### config.mk
export PLATFORM = sky130hd
export DESIGN_NAME = hwag_coil_sched
export DESIGN_NICKNAME = d
export VERILOG_FILES = /design/src/rtl/hwag_coil_sched.sv
export SDC_FILE = /design/constraint.sdc
export NUM_CORES = 1
export LEC_CHECK = 0
export BUFFER_PORTS_ARGS = -buffer_cell sky130_fd_sc_hd__buf_4
export CORE_ASPECT_RATIO = 0.8
export CORE_MARGIN = 2
export CORE_UTILIZATION = 45
export CTS_CLUSTER_SIZE = 10
export DETAILED_ROUTE_END_ITERATION = 8
export GPL_TIMING_DRIVEN = 0
export SLEW_MARGIN = 20
export SYNTH_ARGS = -nofsm -noshare
export SYNTH_HDL_FRONTEND = slang
export SYNTH_SLANG_ARGS = --single-unit
### constraint.sdc
create_clock -name clk -period 22.5 [get_ports clk]
set_input_delay 0 -clock clk [delete_from_list [all_inputs] [get_ports clk]]
set_output_delay 0 -clock clk [all_outputs]
set_load 0.02 [all_outputs]
### src/rtl/hwag_coil_sched.sv
// Ignition coil scheduler: a single shared comparator visits every coil channel once per angle
// step. It drives dwell start and spark, reloads angles through shadow registers, and guards dwell length.
module hwag_coil_sched #(
  parameter int CHANNELS        = 4,
  parameter int ACNT_WIDTH      = 24,
  parameter int MAX_DWELL_STEPS = 1024
) (
  input  logic                        clk,
  input  logic                        rst,
  input  logic                        hwag_start,
  input  logic [ACNT_WIDTH-1:0]       acnt,
  input  logic                        acnt_step,
  input  logic                        cfg_wr,
  input  logic [$clog2(CHANNELS)-1:0] cfg_ch,
  input  logic [ACNT_WIDTH-1:0]       cfg_set,
  input  logic [ACNT_WIDTH-1:0]       cfg_rst,
  input  logic                        fault_clr,
  output logic [CHANNELS-1:0]         pend_valid,
  output logic [CHANNELS-1:0]         coil_out,
  output logic                        busy,
  output logic                        overrun,
  output logic [CHANNELS-1:0]         fault
);
  localparam int IDX_W = $clog2(CHANNELS);
  localparam int DW    = $clog2(MAX_DWELL_STEPS + 1);
  localparam logic [IDX_W-1:0] LAST_IDX    = IDX_W'(CHANNELS - 1);
  localparam logic [DW-1:0]    DWELL_LIMIT = DW'(MAX_DWELL_STEPS);

  typedef enum logic {ST_IDLE, ST_CHARGING} ch_state_t;

  ch_state_t             r_state    [CHANNELS];
  logic [ACNT_WIDTH-1:0] r_act_set  [CHANNELS];
  logic [ACNT_WIDTH-1:0] r_act_rst  [CHANNELS];
  logic [ACNT_WIDTH-1:0] r_pend_set [CHANNELS];
  logic [ACNT_WIDTH-1:0] r_pend_rst [CHANNELS];
  logic [DW-1:0]         r_dwell    [CHANNELS];
  logic [CHANNELS-1:0]   r_pend_valid;
  logic [CHANNELS-1:0]   r_coil;
  logic [CHANNELS-1:0]   r_fault;
  logic                  r_busy;
  logic                  r_overrun;
  logic [IDX_W-1:0]      r_idx;
  logic [ACNT_WIDTH-1:0] r_acnt_q;

  logic          w_cfg_ok;
  logic          w_cfg_hit;
  logic          w_enabled;
  logic          w_set_hit;
  logic          w_rst_hit;
  logic          w_last;
  logic [DW-1:0] w_dwell_inc;

  // Out-of-range channel numbers only exist when CHANNELS is not a power of two.
  if ((1 << IDX_W) == CHANNELS) begin : g_ch_pow2
    assign w_cfg_ok = 1'b1;
  end else begin : g_ch_npow2
    assign w_cfg_ok = (cfg_ch <= LAST_IDX);
  end

  assign w_cfg_hit   = cfg_wr && w_cfg_ok;
  assign w_enabled   = (r_act_set[r_idx] != r_act_rst[r_idx]);
  assign w_set_hit   = (r_acnt_q == r_act_set[r_idx]);
  assign w_rst_hit   = (r_acnt_q == r_act_rst[r_idx]);
  assign w_last      = (r_idx == LAST_IDX);
  assign w_dwell_inc = r_dwell[r_idx] + DW'(1);

  always_ff @(posedge clk) begin
    if (rst) begin
      // NOTE: the angle arrays are reset too, since an all-zero set/reset pair is what marks a channel disabled.
      for (int k = 0; k < CHANNELS; k++) begin
        r_state[k]    <= ST_IDLE;
        r_act_set[k]  <= '0;
        r_act_rst[k]  <= '0;
        r_pend_set[k] <= '0;
        r_pend_rst[k] <= '0;
        r_dwell[k]    <= '0;
      end
      r_pend_valid <= '0;
      r_coil       <= '0;
      r_fault      <= '0;
      r_busy       <= 1'b0;
      r_overrun    <= 1'b0;
      r_idx        <= '0;
      r_acnt_q     <= '0;
    end else begin
      // NOTE: non-blocking updates let a transfer copy the old pending pair while a write in the same cycle replaces it.
      if (w_cfg_hit) begin
        r_pend_set[cfg_ch] <= cfg_set;
        r_pend_rst[cfg_ch] <= cfg_rst;
      end
      if (fault_clr) begin
        r_overrun <= 1'b0;
        r_fault   <= '0;
      end

      if (!hwag_start) begin
        for (int k = 0; k < CHANNELS; k++) begin
          r_state[k] <= ST_IDLE;
          r_dwell[k] <= '0;
        end
        r_coil <= '0;
        r_busy <= 1'b0;
        r_idx  <= '0;
      end else if (r_busy) begin
        if (acnt_step) r_overrun <= 1'b1;
        r_idx <= w_last ? '0 : r_idx + 1'b1;
        if (w_last) r_busy <= 1'b0;

        case (r_state[r_idx])
          ST_IDLE: begin
            if (w_enabled && w_set_hit) begin
              r_state[r_idx] <= ST_CHARGING;
              r_coil[r_idx]  <= 1'b1;
              r_dwell[r_idx] <= '0;
            end else if (r_pend_valid[r_idx]) begin
              r_act_set[r_idx]    <= r_pend_set[r_idx];
              r_act_rst[r_idx]    <= r_pend_rst[r_idx];
              r_pend_valid[r_idx] <= 1'b0;
            end
          end
          ST_CHARGING: begin
            if (w_rst_hit) begin
              r_state[r_idx] <= ST_IDLE;
              r_coil[r_idx]  <= 1'b0;
            end else if (w_dwell_inc == DWELL_LIMIT) begin
              r_state[r_idx] <= ST_IDLE;
              r_coil[r_idx]  <= 1'b0;
              r_fault[r_idx] <= 1'b1;
            end else begin
              r_dwell[r_idx] <= w_dwell_inc;
            end
          end
        endcase
      end else if (acnt_step) begin
        r_acnt_q <= acnt;
        r_busy   <= 1'b1;
        r_idx    <= '0;
      end

      // A fresh write keeps pending valid even when its transfer happens this cycle.
      if (w_cfg_hit) r_pend_valid[cfg_ch] <= 1'b1;
    end
  end

  assign pend_valid = r_pend_valid;
  assign coil_out   = r_coil;
  assign busy       = r_busy;
  assign overrun    = r_overrun;
  assign fault      = r_fault;

endmodule
==> metrics.txt, run 1 <==
nets@finish=1783; Syn Std Cell Area=0.0223 mm2; drt drc=0; crit path max fanout=11; PostCTS Resize Cnt=0; switching part of the total=22.5%; Sink Count=474; maximum vdd drop=0.0596 mV; Hold Path Class=input pin to flip-flop; Fin. Hold Viols=0; Async SR Flop Fraction=0%; Yosys warnings=0; commonest cells after routing, fill and taps aside=432 x edfxtp_1, 242 x and2_1, 109 x mux4_2; initial antenna violation count=3; gp weighted congestion=0.878; clock power share=40.2%; delay-heaviest family, CP=buffers and inverters; flops & latches, synth=474; Post-Syn Nets=1525; first-pass GRT wire length=87.5 mm; Setup violations, final=0; post-detailed-placement half-perimeter wirelength=40.8 mm; Buf+Inv Stages, Crit Path=8; min-delay src=cfg_wr; Congestion Overflow GR=0; chip height=203 um; ys flop type=edfxtp_1; clock skew=0.0405 ns; Worst-path clk slew=0.06 ns; fmax=0.184 GHz; setup_tns=0 ns; ANT nets after route=0; Die ar.=0.0513 mm2; largest net degree at the start of global routing=44; initial core utilization=45.8%; power per cell area=73.7 mW/mm2; Core Footprint=0.0486 mm2; wire per inst=24.9 um; cells after synthesis=1439; Slew Viols, Final=0; worst path arrival time=5.80 ns; slowest stage delay, CP=0.95 ns; Worst Hold Endpoint=r_pend_rst[3][12]$_DFFE_PP_; vias in the first global route=13300; Bufs on Longest Clock Path=3; CTS buffer count=53; crit path cell chain=buf_2, buf_1, mux4_2, xor2_1, nor4_1, nand4_1, a211oi_2, or3b_1, buf_4, buf_6, o31ai_4, buf_6, buf_8, buf_8, buf_6; P&R area growth vs syn=19.3%; post-synth cell types=51; final worst path period need=5.44 ns; status=finished, final reports clean; Crit-path slowest cell=a211oi_2; IO buf count=93; Worst-Skew Late Latency=0.63 ns; most used cell, CP=buf_6; Chip Width=253 um; Initial DRC Count=1283; Clock Tree Root=clkbuf_16; CTS tree=built; NetSw=0.000440 W; TritonRoute pass-1 iters=5; Seq pwr share=52.1%; CP required=22.85 ns; Internal Pwr Total=0.00152 W; WL final=58.8 mm; vias=13100; sequential share of the synthesized area=62.1%; R2R cell count=15; H-tree lvl count=2; number of synthesized flops with an enable pin=432; FF-to-FF setup slack=17.06 ns; worst reg2reg endpoint=r_act_rst[2][0]$_SDFFCE_PN0P_; Vias/cell=5.58; Avg Inst Size Synth=15.5 um2; layout cells sized above 1=25.2%; startpoint types=flip-flop; max_slew headroom=19.6%; most common cell after layout, fill and taps aside=edfxtp_1; Comb power frac=7.7%; MaxCap Viol Count=0; total global-route track usage=23.4%; Hold Crit Depth=3; FP Rows=72; Worst setup EP type=flip-flop; Slew @ Worst Pin=1.20 ns; Leakage=8.91 nW; critical path class=flip-flop to flip-flop; I/O pins=94; Final Instance Area=0.0265 mm2; RSZ-0062 raised after global routing=false; Area after DPL=0.0242 mm2; fin crit share=24.2%
## area by class of cell
class	instances	area (um2)
Inverter	15	56.3
Timing Repair Buffer	203	1880
Clock inverter	3	58.8
Antenna cell	1	2.50
Multi-Input combinational cell	847	7960
Sequential cell	474	13800
Tap cell	629	787
Buffer	103	519
Fill cell	3903	22000
Clock buffer	83	1460
## cell usage after synthesis, types with 3 or more instances
master	count	area, um2
buf_2	13	65.1
nor3_1	7	35.0
and3_1	5	31.3
a22o_1	4	35.0
edfxtp_1	432	13000
and2_1	242	1510
nor4_1	8	50.1
nor2_1	60	225
dfxtp_1	42	841
inv_1	14	52.6
mux4_2	109	2450
nand2_1	67	251
a21oi_1	33	165
o21ai_1	5	25.0
buf_6	13	146
nand3_1	13	65.1
ha_1	6	75.1
nand4_1	16	100
o21bai_1	4	30.0
xor2_1	26	228
a22oi_1	5	37.5
buf_4	5	37.5
xnor2_1	53	464
o31ai_1	3	22.5
nor2b_1	51	319
buf_1	5	18.8
a211oi_1	5	37.5
nor4b_2	97	1460
a31oi_1	4	25.0
clkbuf_1	67	251
## worst reg2reg max path: cells and delay by family, from the launching register on
kind | cells | cell delay [ns]
xor gates and xnor gates | 1 | 0.17
and+or+nand+nor | 3 | 0.80
AOI/OAI and AO/OA | 2 | 1.10
buffers and inverters | 8 | 2.31
muxes | 1 | 0.50
DFF | 1 | 0.30
## worst max path at each step
stage | depth (start not counted) | endpoint | start
floorplan | 8 | r_act_rst[3][0]$_DFFE_PP_ | flip-flop
global placement | 8 | r_act_set[3][16]$_DFFE_PP_ | flip-flop
detailed placement | 15 | r_act_set[2][19]$_SDFFCE_PN0P_ | flip-flop
CTS | 15 | r_act_rst[2][0]$_SDFFCE_PN0P_ | flip-flop
global route | 15 | r_act_rst[2][0]$_SDFFCE_PN0P_ | flip-flop
finish | 15 | r_act_rst[2][0]$_SDFFCE_PN0P_ | flip-flop
## sequential cells by signal, indices dropped and copies added, names as in the netlist, named ones only
| signal | cells |
|---|---|
| busy | 1 |
| r_act_rst | 96 |
| pend_valid | 4 |
| r_idx | 2 |
| r_pend_set | 96 |
| r_state | 4 |
| overrun | 1 |
| r_pend_rst | 96 |
| r_act_set | 96 |
| fault | 4 |
| r_dwell | 44 |
| r_acnt_q | 24 |
## logic make-up after synthesis
family                     synth area share [%]
and+or+nand+nor                            18.6
DFF                                        62.1
adders and majority gates                 0.337
buffers and inverters                      2.59
xor gates and xnor gates                   3.11
muxes                                      11.1
AOI/OAI and AO/OA                          2.22
## stage by stage
stage | cells | setup slack (ns) | hold slack (ns) | utilization [%] | total power, W
after floorplan | 1439 | 14.97 | 0.136 | - | 0.00111
after global placement | 2161 | 9.69 | 0.252 | 48.9 | 0.00117
after detailed placement | 2187 | 17.08 | 0.255 | 49.8 | 0.00118
after CTS | 2357 | 17.05 | 0.0278 | 54.6 | 0.00197
after global routing | 2358 | 16.89 | 0.0511 | 54.7 | 0.00202
final | 2358 | 17.06 | 0.0445 | 54.7 | 0.00196
## routing by layer
layer / wire length, um / global-route usage, % / part of all wire (%)
met1: 27100 / 34.7 / 46
met2: 25900 / 34.5 / 44
met3: 4740 / 6.82 / 8.1
met4: 1050 / 4.90 / 1.8
met5: 0 / 0 / 0
## repair_timing
| item | CTS | global route |
|---|---|---|
| hold endpoints to repair | 236 | 0 |
| setup buffers | 0 | 0 |
| hold buffers | 84 | 0 |
## power groups by stage
stage | registers, W | clock network [W] | logic (W)
after floorplan | 0.00103 | 0 | 0.0000767
after global placement | 0.00104 | 0 | 0.000128
after detailed placement | 0.00104 | 0 | 0.000138
after CTS | 0.00102 | 0.000802 | 0.000150
after global routing | 0.00102 | 0.000839 | 0.000160
final | 0.00102 | 0.000786 | 0.000150
(Power assumes the default switching activity.)
==> inputs of run 2 (changes only) <==
clock period = 4.55 ns   (was 22.5 ns; I/O delays follow)
==> metrics.txt, run 2 (synthesized netlist as in run 1, its figures left out) <==
nets@finish=1787; vias=13200; post-detailed-placement half-perimeter wirelength=40.9 mm; FP Rows=72; Total Power=0.00973 W; Internal Pwr Total=0.00754 W; Vias/cell=5.58; gp weighted congestion=0.839; I/O pins=94; CTS tree=built; vias in the first global route=13600; Initial DRC Count=1326; crit path max fanout=11; commonest cells after routing, fill and taps aside=432 x edfxtp_1, 242 x and2_1, 113 x buf_4; Comb power frac=7.7%; crit path cell chain=buf_2, clkbuf_8, mux4_2, xnor2_2, nand4_1, nor4_4, a211oi_4, buf_4, or3b_4, buf_4, buf_6, o31ai_4, buf_6, buf_8, buf_8, buf_6; Worst-path clk slew=0.06 ns; Worst setup EP type=flip-flop; Core Footprint=0.0486 mm2; Seq pwr share=51.8%; fin crit share=96.9%; TritonRoute pass-1 iters=7; first-pass GRT wire length=87.2 mm; NetSw=0.00219 W; MaxCap Viol Count=0; WL final=58.5 mm; P&R area growth vs syn=20.3%; Setup violations, final=0; Hold Path Class=input pin to flip-flop; ANT nets after route=0; Fin. Hold Viols=0; initial antenna violation count=3; chip height=203 um; total global-route track usage=23.4%; wire per inst=24.7 um; Worst-Skew Late Latency=0.63 ns; slowest stage delay, CP=0.41 ns; status=finished, final reports clean; CTS buffer count=54; maximum vdd drop=0.309 mV; layout cells sized above 1=26.1%; IO buf count=93; most used cell, CP=buf_6; switching part of the total=22.5%; CP required=4.85 ns; Leakage=9.02 nW; placed instance count=2181; most common cell after layout, fill and taps aside=edfxtp_1; initial core utilization=45.8%; fmax=0.227 GHz; H-tree lvl count=2; final worst path period need=4.41 ns; Slew @ Worst Pin=1.09 ns; largest net degree at the start of global routing=32; power per cell area=363 mW/mm2; Crit-path slowest cell=or3b_4; worst path arrival time=4.71 ns; drt drc=0; Congestion Overflow GR=0; clock skew=0.0440 ns; Clock Tree Root=clkbuf_16; max_slew headroom=27.6%; clock power share=40.5%; Non-Filler Instances=2366; critical path class=flip-flop to flip-flop; Sink Count=474; Die ar.=0.0513 mm2; Bufs on Longest Clock Path=3; startpoint types=flip-flop; Slew Viols, Final=0; fill cell count=3907; Chip Width=253 um
==> run 2: layout make-up <==
class,count,area (um2),area share [%]
tap,629,787,2.94
sequential,474,13800,51.6
inverter,15,56.3,0.210
antenna,3,7.51,0.0280
timing repair buffer,206,1900,7.09
multi-input combinational,847,8040,30.0
buffer,103,597,2.23
clock inverter,4,77.6,0.290
clock buffer,85,1490,5.56
==> run 2: power groups by stage <==
stage | Sequential (W) | Combinational [W] | Clock (W)
2_1_floorplan | 0.00511 | 0.000380 | 0
3_3_place_gp | 0.00514 | 0.000633 | 0
3_5_place_dp | 0.00513 | 0.000679 | 0
4_1_cts | 0.00504 | 0.000743 | 0.00401
5_1_grt | 0.00506 | 0.000798 | 0.00419
6_report | 0.00504 | 0.000746 | 0.00394
==> run 2: metal layers <==
layer  vias up  share of wire (%)  global-route usage [%]
li1       5982                  -                       -
met1      6692                 45                    34.6
met2       456                 45                    35.2
met3        81                8.3                    5.05
met4         0                1.9                    5.83
met5         -                  0                       0
==> run 2: path summary, 6_finish.rpt <==
| check | startpoint | endpoint | slack [ns] | cells past startpoint |
|---|---|---|---|---|
| setup reg to reg | flip-flop | r_act_set[2][15]$_SDFFCE_PN0P_ | 0.14 | 16 |
| setup / recovery | flip-flop | r_act_set[2][15]$_SDFFCE_PN0P_ | 0.14 | 16 |
| hold reg to reg | flip-flop | flip-flop | 0.49 | 2 |
| hold / removal | cfg_wr | r_pend_rst[3][5]$_DFFE_PP_ | 0.1 | 3 |
==> run 2: critical path: cells and delay by family, from the launching register on <==
family	cells	cell delay (ns)
AO/OA/AOI/OAI	2	0.37
XOR/XNOR	1	0.22
buffers and inverters	9	1.81
flip-flops	1	0.31
multiplexers	1	0.39
AND/OR/NAND/NOR	3	0.92
==> run 2: stage by stage <==
step	hold WS [ns]	TNS (ns)	util [%]	area, um2	worst slack [ns]
2_1_floorplan	0.136	-104.02	-	22300	-0.744
3_3_place_gp	0.256	-676.89	48.9	23800	-3.98
3_5_place_dp	0.262	-134.32	49.7	24100	-0.970
4_1_cts	0.0934	-0.0163	54.9	26600	-0.00302
5_1_grt	0.148	-0.0811	55.1	26800	-0.0133
6_report	0.0995	0	55.1	26800	0.143
==> run 2: repair_timing <==
action	CTS	global route
gates resized for setup	24	15
setup endpoints to repair	394	104
pin swaps	4	2
buffers inserted	7	4
hold buffers	82	0
endpoints found under the hold margin	237	0
